$ cat src/rtl/mips_mdu_pkg.sv
// Shared definitions for the iterative multiply/divide unit:
// op encodings, FSM states and the default datapath width.
package mips_mdu_pkg;

    localparam int unsigned MDU_XLEN = 32;

    typedef enum logic [1:0] {
        MDU_MULT  = 2'b00,
        MDU_MULTU = 2'b01,
        MDU_DIV   = 2'b10,
        MDU_DIVU  = 2'b11
    } mdu_op_t;

    typedef enum logic [1:0] {
        IDLE,
        CALC,
        FIX,
        DONE
    } mdu_state_t;

    function automatic logic op_is_div(input mdu_op_t o);
        return (o == MDU_DIV) || (o == MDU_DIVU);
    endfunction

    function automatic logic op_is_signed(input mdu_op_t o);
        return (o == MDU_MULT) || (o == MDU_DIV);
    endfunction

endpackage

$ cat src/rtl/mdu_sign_fix.sv
// Conditional two's-complement negation: yields the magnitude of a signed
// operand, or re-applies a sign to an unsigned result.
module mdu_sign_fix #(
    parameter int unsigned W = 32
) (
    input  logic [W-1:0] value,
    input  logic         negate,
    output logic [W-1:0] result
);

    assign result = negate ? ('0 - value) : value;

endmodule

$ cat src/rtl/mdu_iterative.sv
// Iterative MULT/MULTU/DIV/DIVU unit owning the HI/LO registers; one result
// bit per cycle, XLEN+2 cycles from accepted start to the done pulse.
module mdu_iterative
    import mips_mdu_pkg::*;
#(
    parameter int unsigned XLEN  = MDU_XLEN,
    parameter int unsigned CNT_W = 6
) (
    input  logic            clk,
    input  logic            reset,
    input  logic            start,
    input  logic [1:0]      op,
    input  logic [XLEN-1:0] rs_val,
    input  logic [XLEN-1:0] rt_val,
    input  logic            abort,
    input  logic            mthi,
    input  logic            mtlo,
    input  logic [XLEN-1:0] wdata,
    output logic [XLEN-1:0] hi,
    output logic [XLEN-1:0] lo,
    output logic            busy,
    output logic            done
);

    localparam logic [CNT_W-1:0] CNT_LAST = CNT_W'(XLEN - 1);

    mdu_state_t      state, state_nxt;
    mdu_op_t         op_in, op_q;
    logic [CNT_W-1:0] cnt;
    logic [XLEN-1:0] a_mag, b_mag;
    logic            sa, sb;
    logic [XLEN-1:0] acc_hi, acc_lo;
    logic [XLEN-1:0] hi_q, lo_q;

    logic            start_ok;
    logic            in_signed, rs_neg, rt_neg;
    logic [XLEN-1:0] rs_mag, rt_mag;
    logic [2*XLEN-1:0] prod_res;
    logic [XLEN-1:0] quo_res, rem_res;
    logic [XLEN:0]   mul_sum, div_shift, div_diff;

    assign op_in     = mdu_op_t'(op);
    assign in_signed = op_is_signed(op_in);
    assign rs_neg    = in_signed & rs_val[XLEN-1];
    assign rt_neg    = in_signed & rt_val[XLEN-1];
    assign start_ok  = (state == IDLE) && start && !abort;

    mdu_sign_fix #(.W(XLEN)) u_rs_fix (.value(rs_val), .negate(rs_neg), .result(rs_mag));
    mdu_sign_fix #(.W(XLEN)) u_rt_fix (.value(rt_val), .negate(rt_neg), .result(rt_mag));

    mdu_sign_fix #(.W(2*XLEN)) u_prod_fix (
        .value({acc_hi, acc_lo}), .negate(sa ^ sb), .result(prod_res)
    );
    mdu_sign_fix #(.W(XLEN)) u_quo_fix (.value(acc_lo), .negate(sa ^ sb), .result(quo_res));
    mdu_sign_fix #(.W(XLEN)) u_rem_fix (.value(acc_hi), .negate(sa), .result(rem_res));

    // Multiply: acc_lo holds the multiplier and shifts right as product bits fill in.
    // Divide:   acc_lo holds the dividend shifting left while quotient bits enter at bit 0.
    assign mul_sum   = {1'b0, acc_hi} + (acc_lo[0] ? {1'b0, a_mag} : '0);
    assign div_shift = {acc_hi, acc_lo[XLEN-1]};
    assign div_diff  = div_shift - {1'b0, b_mag};

    always_ff @(posedge clk) begin
        if (reset) state <= IDLE;
        else       state <= state_nxt;
    end

    always_comb begin
        state_nxt = state;
        case (state)
            IDLE:    if (start_ok) state_nxt = CALC;
            CALC:    if (abort) state_nxt = IDLE;
                     else if (cnt == CNT_LAST) state_nxt = FIX;
            FIX:     state_nxt = abort ? IDLE : DONE;
            DONE:    state_nxt = IDLE;
            default: state_nxt = IDLE;
        endcase
    end

    always_ff @(posedge clk) begin
        if (reset) begin
            op_q   <= MDU_MULT;
            cnt    <= '0;
            a_mag  <= '0;
            b_mag  <= '0;
            sa     <= 1'b0;
            sb     <= 1'b0;
            acc_hi <= '0;
            acc_lo <= '0;
            hi_q   <= '0;
            lo_q   <= '0;
        end else begin
            case (state)
                IDLE: begin
                    if (mthi) hi_q <= wdata;
                    if (mtlo) lo_q <= wdata;
                    if (start_ok) begin
                        op_q   <= op_in;
                        cnt    <= '0;
                        a_mag  <= rs_mag;
                        b_mag  <= rt_mag;
                        sa     <= rs_neg;
                        sb     <= rt_neg;
                        acc_hi <= '0;
                        acc_lo <= op_is_div(op_in) ? rs_mag : rt_mag;
                    end
                end
                CALC: begin
                    cnt <= cnt + CNT_W'(1);
                    if (op_is_div(op_q)) begin
                        if (!div_diff[XLEN]) begin
                            acc_hi <= div_diff[XLEN-1:0];
                            acc_lo <= {acc_lo[XLEN-2:0], 1'b1};
                        end else begin
                            acc_hi <= div_shift[XLEN-1:0];
                            acc_lo <= {acc_lo[XLEN-2:0], 1'b0};
                        end
                    end else begin
                        acc_hi <= mul_sum[XLEN:1];
                        acc_lo <= {mul_sum[0], acc_lo[XLEN-1:1]};
                    end
                end
                FIX: begin
                    if (!abort) begin
                        if (op_is_div(op_q)) begin
                            // Divide by zero leaves the dividend magnitude as remainder, so
                            // re-signing it restores rs_val; only the quotient is forced.
                            lo_q <= (b_mag == '0) ? '1 : quo_res;
                            hi_q <= rem_res;
                        end else begin
                            {hi_q, lo_q} <= prod_res;
                        end
                    end
                end
                default: ;
            endcase
        end
    end

    assign hi   = hi_q;
    assign lo   = lo_q;
    assign busy = (state == CALC) || (state == FIX);
    assign done = (state == DONE);

endmodule
$ cat config.mk
export PLATFORM = sky130hd
export DESIGN_NAME = mdu_iterative
export DESIGN_NICKNAME = d
export VERILOG_FILES = /design/src/rtl/mips_mdu_pkg.sv /design/src/rtl/mdu_sign_fix.sv /design/src/rtl/mdu_iterative.sv
export SDC_FILE = /design/constraint.sdc
export NUM_CORES = 1
export LEC_CHECK = 0
export CAP_MARGIN = 40
export CORE_UTILIZATION = 30
export CTS_CLUSTER_DIAMETER = 100
export DETAILED_ROUTE_END_ITERATION = 12
export PLACE_DENSITY = 0.56
export SLEW_MARGIN = 15
export SYNTH_ARGS = -nofsm -noshare
export SYNTH_HDL_FRONTEND = slang
export SYNTH_SLANG_ARGS = --single-unit
$ cat constraint.sdc
create_clock -name clk -period 3.45 [get_ports clk]
set_input_delay 0.8625 -clock clk [delete_from_list [all_inputs] [get_ports clk]]
set_output_delay 0.8625 -clock clk [all_outputs]
set_load 0.02 [all_outputs]
==> results.txt, run 1 <==
Main synth FF type: dfxtp_1
IO Pins: 170
Distinct cells, synth: 86
# DRC: 0
HPWL Detailed: 53.5 mm
Area Overhead vs Synth: 28.8%
Largest net degree at the start of global routing: 81
Seq/Total Area, Yosys: 0.259
GRT overflow: 0
Fin Setup TNS: 0 ps
Most frequent cell after synthesis: nor2_1
RSZ-0062 raised after global routing: false
Synth Register Bits: 203
Arrival time worst endpoint: 3740 ps
Leakage: 8.16 nW
GR Util All Layers: 0.243
Vias in the first global route: 16100
Area leader, netlist: dfxtp_1
Period utilisation layout: 0.969
Max frequency: 299 MHz
Maxcap violations: 0
Critical-path maximum fanout: 5
Worst vdd ir: 364 uV
Critical path endpoint category: flop
DRT antenna net count: 0
Clock Skews: 40.8 ps
Rows: 83
Later-pin clock latency in the skew report: 570 ps
CTS tree: built
WP data required: 3840 ps
Final wirelength: 66.8 mm
Layout cells sized above 1: 0.134
Post-layout minimum cycle time: 3340 ps
Initial Util: 0.305
Synth area leaders: dfxtp_1 (26%), a21oi_1 (6.3%), ha_1 (5.8%)
Normalized max-slew margin: 0.374
Clk slew on worst S/H paths: 60 ps
Wire per inst: 22.0 microns
Utilization after layout: 0.392
Startpoint types: flop
Final hold vios: 0
Filler cell count in the final layout: 5386
FFs w/ async S/R, synth: 0
Clock sink count: 203
Drt pass-1 iters: 8
Die Y: 231 microns
Total CTS buffers: 25
Final #Nets: 2513
ANT cells: 0
Detailed-route via count: 16900
Gate Count Post-Synth: 2073
H-Tree Depth: 1
Die area: 0.0532 sq mm
Synth top area share: 0.259
# setup viols final: 0
HP Class: reg2reg
DR vias/cell: 5.57
Die X: 231 microns
DR iter-0 viols: 1498
Syn Std Cell Area: 0.0157 sq mm
Syn_area_per_cell: 7.57 sq um
Synthesized net count: 2252
RePlAce Congestion: 0.930
Clk buf depth: 3
Worst Tran Pin Value: 933 ps
Post-layout power: 10.6 mW
Status: completed
Synth top cells by count: nor2_1 (227), dfxtp_1 (203), a21oi_1 (198), nand2_1 (198), clkbuf_1 (121)
Initial antenna violation count: 0
Final Max Tran Viols: 0
Clock Tree Root: clkbuf_16
IO buf count: 169
First-pass GRT wire length: 99.2 mm
Yosys warns: 0
Post-CTS Hold Fix Bufs: 0
Pwr dens: 525 mW/mm^2
Core Region: 0.0515 sq mm
Number of synthesized flops with an enable pin: 0
Critical path class: reg2reg
## stage by stage
stage	setup slack [ps]	area [sq um]	hold slack [ps]	cells
6_report	106	20200	455	3031
5_1_grt	8.33	20200	466	3031
4_1_cts	35.1	20100	454	3023
3_5_place_dp	-147	19300	443	2979
3_3_place_gp	-60.4	19200	438	2977
2_1_floorplan	106	15700	432	2073
## routing by layer
metal | global-route usage | wire (microns)
met5 | 0 | 0
met4 | 0.0958 | 2720
met3 | 0.0348 | 4270
met2 | 0.401 | 30800
met1 | 0.319 | 29000
## worst max-delay path: stages, from the launching register on
cell and delay (ps):
dfxtp_1 430, inv_1 120, ha_1 400, nand2_1 180, nor3_4 260, o211ai_1 240
a21o_1 240, a21bo_1 190, a221oi_4 230, buf_4 180, clkbuf_16 150, nor2_1 50
a221oi_1 390, o21ai_0 150
## timing repair
action,CTS,global route
buffers inserted,0,7
cloned,0,1
endpoints found under the setup margin,1,23
gates resized for setup,1,14
pin swaps,0,6
endpoints found under the hold margin,0,0
## area by class of cell
cell class	instances	area [sq um]	area share
clock buffers	34	709	0.0351
clock inverters	10	113	0.00557
multi-input cells	1662	10900	0.539
repair buffers	375	3330	0.165
inverters	67	251	0.0124
well taps	680	851	0.0421
flip-flops and latches	203	4070	0.201
## flip-flops by register name (all words and copies together), names as in the netlist
| signal | count |
|---|---|
| lo | 32 |
| sa | 1 |
| sb | 1 |
| state | 2 |
| b_mag | 32 |
| cnt | 6 |
| hi | 32 |
| acc_lo | 32 |
| op_q | 1 |
| acc_hi | 32 |
| a_mag | 32 |
## where the power goes
group | internal [mW] | switching [mW] | leakage, nW | total, mW
clock network | 1.59 | 1.12 | 0.402 | 2.71
logic | 1.92 | 2.88 | 6.09 | 4.80
registers | 2.75 | 0.358 | 1.66 | 3.11
total | 6.25 | 4.36 | 8.16 | 10.6
## cell usage in the layout, fill, tap and decap left out, drive strengths merged, types with 7 or more instances in the layout
master	count
clkbuf	35
mux2	16
o211ai	18
a31oi	22
and3	10
o221ai	34
buf	206
a22oi	18
a21oi	198
and2	43
nor4	29
nand4	16
a211oi	96
mux2i	53
clkdlybuf4s50	168
o21bai	8
ha	73
nand3	30
nor3	64
nand2b	15
xor2	85
nor2	227
or4	7
xnor2	86
dfxtp	203
nand2	200
o41ai	7
nor2b	12
o21a	12
a21o	43
or3	23
o21ai	104
o31ai	19
inv	69
a32oi	7
## logic make-up (layout without fill, tap and decap cells)
| logic type | Yosys count | after routing | synth area share |
|---|---|---|---|
| mux | 69 | 69 | 0.0453 |
| xor+xnor | 171 | 171 | 0.0954 |
| flops | 203 | 203 | 0.259 |
| fa+ha+maj | 75 | 75 | 0.0608 |
| simple gates | 701 | 701 | 0.214 |
| compound gates | 646 | 646 | 0.273 |
| buf+inv | 208 | 486 | 0.0524 |
## final timing paths
check	from	end	slack, ps	cells past startpoint
max reg2reg	b_mag[13]$_SDFFE_PP0P_	acc_hi[11]$_SDFFE_PP0P_	110	13
max	b_mag[13]$_SDFFE_PP0P_	acc_hi[11]$_SDFFE_PP0P_	110	13
min reg2reg	a_mag[22]$_SDFFE_PP0P_	a_mag[22]$_SDFFE_PP0P_	450	2
min	a_mag[22]$_SDFFE_PP0P_	a_mag[22]$_SDFFE_PP0P_	450	2
(Power assumes the default switching activity.)
==> run 2, diff against run 1 <==
PLACE_DENSITY = 0.55   (was 0.56)
clock period = 3.6 ns   (was 3.45 ns; I/O delays follow)
==> run 2 against run 1 <==
  * Clock power shrank 6%
  * Count of clock-buffer cells in the layout increased by 2
  * Global-route usage shrank 0.38 points
  * Total power is 5.4% lower
  * Hold slack got worse by 2.0 ps
  * Non-clock buffer count decreased by 34
  * Sequential cell count unchanged
  * Combinational power down 6.5%
  * Fmax fell by 2.0%
  * First-iteration DRC count is 3.9% lower
  * Critical path type unchanged
  * Critical endpoint is now acc_hi[26]$_SDFFE_PP0P_
  * Largest cell class unchanged
  * Largest power group unchanged
==> results.txt, run 2 (same netlist as run 1, synthesis figures left out) <==
Utilization after layout: 0.385 (-0.00695)
Clock Tree Root: clkbuf_16
Clock sink count: 203 (unchanged)
Critical path endpoint category: flop
Cts repair resizes: 0 (-1)
Final Max Tran Viols: 0 (unchanged)
Critical-path maximum fanout: 26 (+21)
Period utilisation layout: 0.948 (-0.0215)
Rows: 83 (unchanged)
Initial antenna violation count: 0 (unchanged)
Clk pwr share: 0.256 (about the same)
# setup viols final: 0 (unchanged)
Final #Nets: 2480 (-1.3%)
Vias in the first global route: 16000 (-0.30%)
Leakage: 7.97 nW (-2.3%)
Die Y: 231 microns (unchanged)
Commonest non-fill, non-tap cells in the layout: nor2_1 (225), dfxtp_1 (202), nand2_1 (198), a21oi_1 (197), buf_4 (172)
Largest net degree at the start of global routing: 81 (unchanged)
Clk slew on worst S/H paths: 70 ps (about the same)
Area Overhead vs Synth: 26.5%
RePlAce Congestion: 0.988 (+6.3%)
Post-layout power: 10.0 mW (-5.4%)
Initial Util: 0.305 (unchanged)
Later-pin clock latency in the skew report: 550 ps (-20 ps)
Arrival time worst endpoint: 3850 ps (+110 ps)
Final hold vios: 0 (unchanged)
Sw Share: 0.413 (+0.00226)
CTS tree: built
Post-CTS Hold Fix Bufs: 0 (unchanged)
RSZ-0062 raised after global routing: false
Comb pwr share: 0.447 (-0.005)
Final wirelength: 65.9 mm (-1.4%)
Leading cell type in the layout, fill and taps excluded: nor2_1
Die X: 231 microns (unchanged)
Pwr dens: 506 mW/mm^2 (-3.7%)
Max frequency: 293 MHz (-2.0%)
Maxcap violations: 0 (unchanged)
Layout cells sized above 1: 0.118 (-0.0155)
First-pass GRT wire length: 98.1 mm (-1.1%)
# DRC: 0 (unchanged)
Worst Tran Pin Value: 872 ps (-61.1 ps)
Clock Skews: 19.7 ps (-21.2 ps)
Int Power: 5.89 mW (-5.8%)
IO buf count: 169 (unchanged)
Worst vdd ir: 340 uV (-6.5%)
Detailed-route via count: 16700 (-1.3%)
GRT overflow: 0 (unchanged)
Routed wl met2: 31.1 mm (+0.72%)
H-Tree Depth: 1 (unchanged)
Sw Pwr: 4.15 mW (-4.9%)
HP Class: reg2reg
HPWL Detailed: 52.8 mm (-1.3%)
ANT cells: 0 (unchanged)
Die area: 0.0532 sq mm (unchanged)
Post-layout minimum cycle time: 3410 ps (+68.1 ps)
Top layer in use: met4
Post-CTS setup buffer count: 0 (unchanged)
IO Pins: 170 (unchanged)
Clk buf depth: 3 (unchanged)
Drt pass-1 iters: 8 (unchanged)
Critical path class: reg2reg
WHS: 453 ps (-1.95 ps)
DR iter-0 viols: 1440 (-3.9%)
Fraction of power consumed by sequential logic: 0.297 (+0.004)
Startpoint types: flop
WP data required: 4040 ps (+200 ps)
DR vias/cell: 5.55 (-0.29%)
Normalized max-slew margin: 0.415 (+0.0410)
Status: completed
Core Region: 0.0515 sq mm (unchanged)
GR Util All Layers: 0.240 (-0.00376)
Total CTS buffers: 26 (+4.0%)
DRT antenna net count: 0 (unchanged)
WL met1: 28.7 mm (-1.1%)
Wire per inst: 22.0 microns (-0.42%)
WL met3: 3.93 mm (-7.8%)
run 2: cell count changes in the layout (fill, tap and decap cells not counted), sizes merged:
| cell | change |
|---|---|
| buf | -33 |
| bufinv | -2 |
| clkinv | +6 |
| inv | -1 |
| clkbuf | +1 |
| clkinvlp | -1 |
run 2: final timing paths:
check                         startpoint                       to  depth (start not counted)  slack, ps
setup / recovery  acc_lo[0]$_SDFFE_PP0P_  acc_hi[26]$_SDFFE_PP0P_                         12        190
setup reg to reg  acc_lo[0]$_SDFFE_PP0P_  acc_hi[26]$_SDFFE_PP0P_                         12        190
hold / removal    a_mag[22]$_SDFFE_PP0P_   a_mag[22]$_SDFFE_PP0P_                          2        450
hold reg to reg   a_mag[22]$_SDFFE_PP0P_   a_mag[22]$_SDFFE_PP0P_                          2        450
run 2: layout make-up:
class / instances / area, sq um
fillers: 5423 / 31700
clock buffers: 36 / 759
flip-flops and latches: 203 / 4070
clock inverters: 12 / 73.8
multi-input cells: 1662 / 10900
repair buffers: 341 / 3000
inverters: 67 / 251
well taps: 680 / 851
run 2: layer usage:
metal  track usage  vias to the layer above
met4        0.0828                        0
met2         0.404                      611
met1         0.313                     7946
met5             0                        -
li1              -                     7996
met3        0.0299                      115
run 2: power groups by stage:
| stage | Sequential [mW] | Clock, mW | Combinational, mW |
|---|---|---|---|
| 5_1_grt | 3.03 | 2.70 | 4.81 |
| 6_report | 2.98 | 2.56 | 4.49 |
| 3_5_place_dp | 3.04 | 0 | 4.42 |
| 2_1_floorplan | 3.13 | 0 | 2.48 |
| 3_3_place_gp | 3.03 | 0 | 4.38 |
| 4_1_cts | 2.99 | 2.60 | 4.44 |
run 2: worst max-delay path: stages (launching register included):
cell	delay, ps
dfxtp_1	340
buf_4	270
and2_1	290
ha_1	370
and4_1	200
a211oi_1	340
and3_1	200
a21oi_1	130
a211oi_4	380
o21a_1	230
o21bai_1	100
xor2_1	150
a221o_1	300
run 2: metrics by stage:
step | instances | instance area, sq um | TNS [ps] | setup slack [ps]
global route | 3001 | 19900 | 0 | 43.3
global placement | 2951 | 19000 | -93.9 | -69.2
detailed placement | 2953 | 19000 | -59.0 | -59.0
CTS | 3001 | 19800 | 0 | 173
floorplan | 2073 | 15700 | 0 | 256
finish | 3001 | 19900 | 0 | 188
==> run 3, diff against run 2 <==
CAP_MARGIN = 30   (was 40)
==> run 3 against run 2 <==
  * Hold slack better by 2.9 ps
  * Via count up 0.79%
  * Die area unchanged
  * Fmax up 0.19%
  * Final cell count down 0.13%
  * Non-clock buffer count down 1
  * Total power down 0.57%
  * Sequential share of layout area up 0.053 points
  * Utilization down 0.10 points
  * Design area down 0.26%
  * Critical path depth up 1
==> results.txt, run 3 (same netlist as run 1, synthesis figures left out) <==
H-Tree Depth: 1 (unchanged)
Leading cell type in the layout, fill and taps excluded: nor2_1
Worst Tran Pin Value: 977 ps (+105 ps)
Post-layout minimum cycle time: 3410 ps (-6.60 ps)
Worst reg2reg endpoint: acc_hi[26]$_SDFFE_PP0P_
Total CTS buffers: 26 (unchanged)
GR Util All Layers: 0.241 (+0.000865)
Critical path endpoint category: flop
Final wirelength: 66.1 mm (+0.28%)
Leakage: 7.92 nW (-0.57%)
GRT overflow: 0 (unchanged)
Placed cells: 2952 (-0.034%)
Maxcap violations: 0 (unchanged)
HPWL Detailed: 52.7 mm (-0.15%)
# setup viols final: 0 (unchanged)
Post-Layout Cell Count: 2997 (-0.13%)
Worst R2R Setup Slack: 190 ps (about the same)
End point of the critical path: acc_hi[26]$_SDFFE_PP0P_
Initial antenna violation count: 0 (unchanged)
Area Overhead vs Synth: 26.2%
Critical path class: reg2reg
Arrival time worst endpoint: 3840 ps (about the same)
Max frequency: 294 MHz (+0.19%)
Critical-path maximum fanout: 26 (unchanged)
FF-to-FF path depth: 13 (+1)
DR vias/cell: 5.61 (+0.92%)
Fin Setup TNS: 0 ps (unchanged)
Clk slew on worst S/H paths: 60 ps (about the same)
Vias in the first global route: 16100 (+0.59%)
Normalized max-slew margin: 0.349 (-0.0664)
Startpoint types: flop
RePlAce Congestion: 0.988 (unchanged)
# DRC: 0 (unchanged)
Core Region: 0.0515 sq mm (unchanged)
IO Pins: 170 (unchanged)
Die Y: 231 microns (unchanged)
Commonest non-fill, non-tap cells in the layout: nor2_1 (225), dfxtp_1 (202), nand2_1 (198), a21oi_1 (197), buf_4 (172)
DRT antenna net count: 0 (unchanged)
Wire per inst: 22.0 microns (+0.41%)
Period utilisation layout: 0.946 (-0.00183)
Final hold vios: 0 (unchanged)
Clk buf depth: 3 (unchanged)
WP data required: 4040 ps (about the same)
Layout cells sized above 1: 0.116 (-0.00195)
Clock sink count: 203 (unchanged)
IO buf count: 169 (unchanged)
Final instance area: 0.0198 sq mm (-0.26%)
CP Launch Point: acc_lo[0]$_SDFFE_PP0P_
Largest net degree at the start of global routing: 91 (+12%)
Clock Skews: 14.4 ps (-5.25 ps)
Die X: 231 microns (unchanged)
Filler cell count in the final layout: 5411 (-0.22%)
RR Startpoint: acc_lo[0]$_SDFFE_PP0P_
Later-pin clock latency in the skew report: 550 ps (about the same)
DR iter-0 viols: 1443 (+0.21%)
Pwr dens: 504 mW/mm^2 (-0.32%)
Final Max Tran Viols: 0 (unchanged)
Worst vdd ir: 355 uV (+4.3%)
Status: completed
Detailed-route via count: 16800 (+0.79%)
First-pass GRT wire length: 98.7 mm (+0.68%)
Final #Nets: 2479 (-0.040%)
Area after DPL: 0.0190 sq mm (-0.14%)
HP Class: reg2reg
Clock Tree Root: clkbuf_16
Initial Util: 0.305 (unchanged)
CTS tree: built
RSZ-0062 raised after global routing: false
ANT cells: 0 (unchanged)
Die area: 0.0532 sq mm (unchanged)
Drt pass-1 iters: 5 (-3)
Rows: 83 (unchanged)
[run 3: cell count changes in the layout (fill, tap and decap cells not counted), moves of 2 or more]
cell        delta
clkinv_2       -5
clkbuf_1       +3
clkinvlp_4     +2
clkbuf_8       -2
[run 3: area by class of cell]
cell class | count | area (sq um) | share of cell area
tap | 680 | 851 | 0.0430
inverter | 67 | 251 | 0.0127
clock inverter | 8 | 55.1 | 0.00278
clock buffer | 37 | 743 | 0.0375
timing repair buffer | 340 | 2970 | 0.150
sequential | 203 | 4070 | 0.205
multi-input combinational | 1662 | 10900 | 0.549
[run 3: routing by layer]
metal	up-vias	routed length [microns]	global-route usage
met3	127	4160	0.0245
li1	7963	-	-
met4	0	2390	0.0863
met5	-	0	0
met1	8050	28400	0.319
met2	659	31100	0.403
[run 3: worst min path at each step]
stage / to / cells past startpoint / slack, ps / start
global placement: a_mag[24]$_SDFFE_PP0P_ / 2 / 440 / a_mag[24]$_SDFFE_PP0P_
CTS: a_mag[30]$_SDFFE_PP0P_ / 2 / 450 / a_mag[30]$_SDFFE_PP0P_
floorplan: a_mag[0]$_SDFFE_PP0P_ / 2 / 430 / a_mag[0]$_SDFFE_PP0P_
finish: a_mag[22]$_SDFFE_PP0P_ / 2 / 460 / a_mag[22]$_SDFFE_PP0P_
detailed placement: a_mag[18]$_SDFFE_PP0P_ / 2 / 450 / a_mag[18]$_SDFFE_PP0P_
global route: a_mag[22]$_SDFFE_PP0P_ / 2 / 470 / a_mag[22]$_SDFFE_PP0P_
[run 3: power by group]
| group | switching, mW | leakage [nW] | internal (mW) |
|---|---|---|---|
| registers | 0.350 | 1.66 | 2.63 |
| logic | 2.71 | 5.87 | 1.77 |
| clock network | 1.08 | 0.383 | 1.43 |
| total | 4.14 | 7.92 | 5.84 |
[run 3: repair_timing]
item                       in CTS  in global routing
gates resized for setup         0                  5
setup buffers                   0                  0
hold buffers                    0                  0
setup endpoints to repair       0                  5
[run 3: critical path, stage by stage, from the launching register on]
cell	delay, ps
dfxtp_1	340
buf_4	280
and2_1	280
ha_1	320
o21ai_0	290
buf_4	170
nor2_1	40
o2111ai_1	180
a21oi_1	220
a211oi_4	370
o21a_1	230
o21bai_1	110
xor2_1	150
a221o_1	300
[run 3: through the flow]
| stage | setup WS [ps] | hold slack, ps | power [mW] | util |
|---|---|---|---|---|
| after global routing | 4.87 | 471 | 10.5 | 0.384 |
| after detailed placement | -119 | 446 | 7.45 | 0.369 |
| after global placement | -69.2 | 439 | 7.41 | 0.368 |
| after floorplan | 256 | 432 | 5.61 | - |
| after CTS | 147 | 454 | 9.97 | 0.384 |
| final | 194 | 456 | 9.98 | 0.384 |
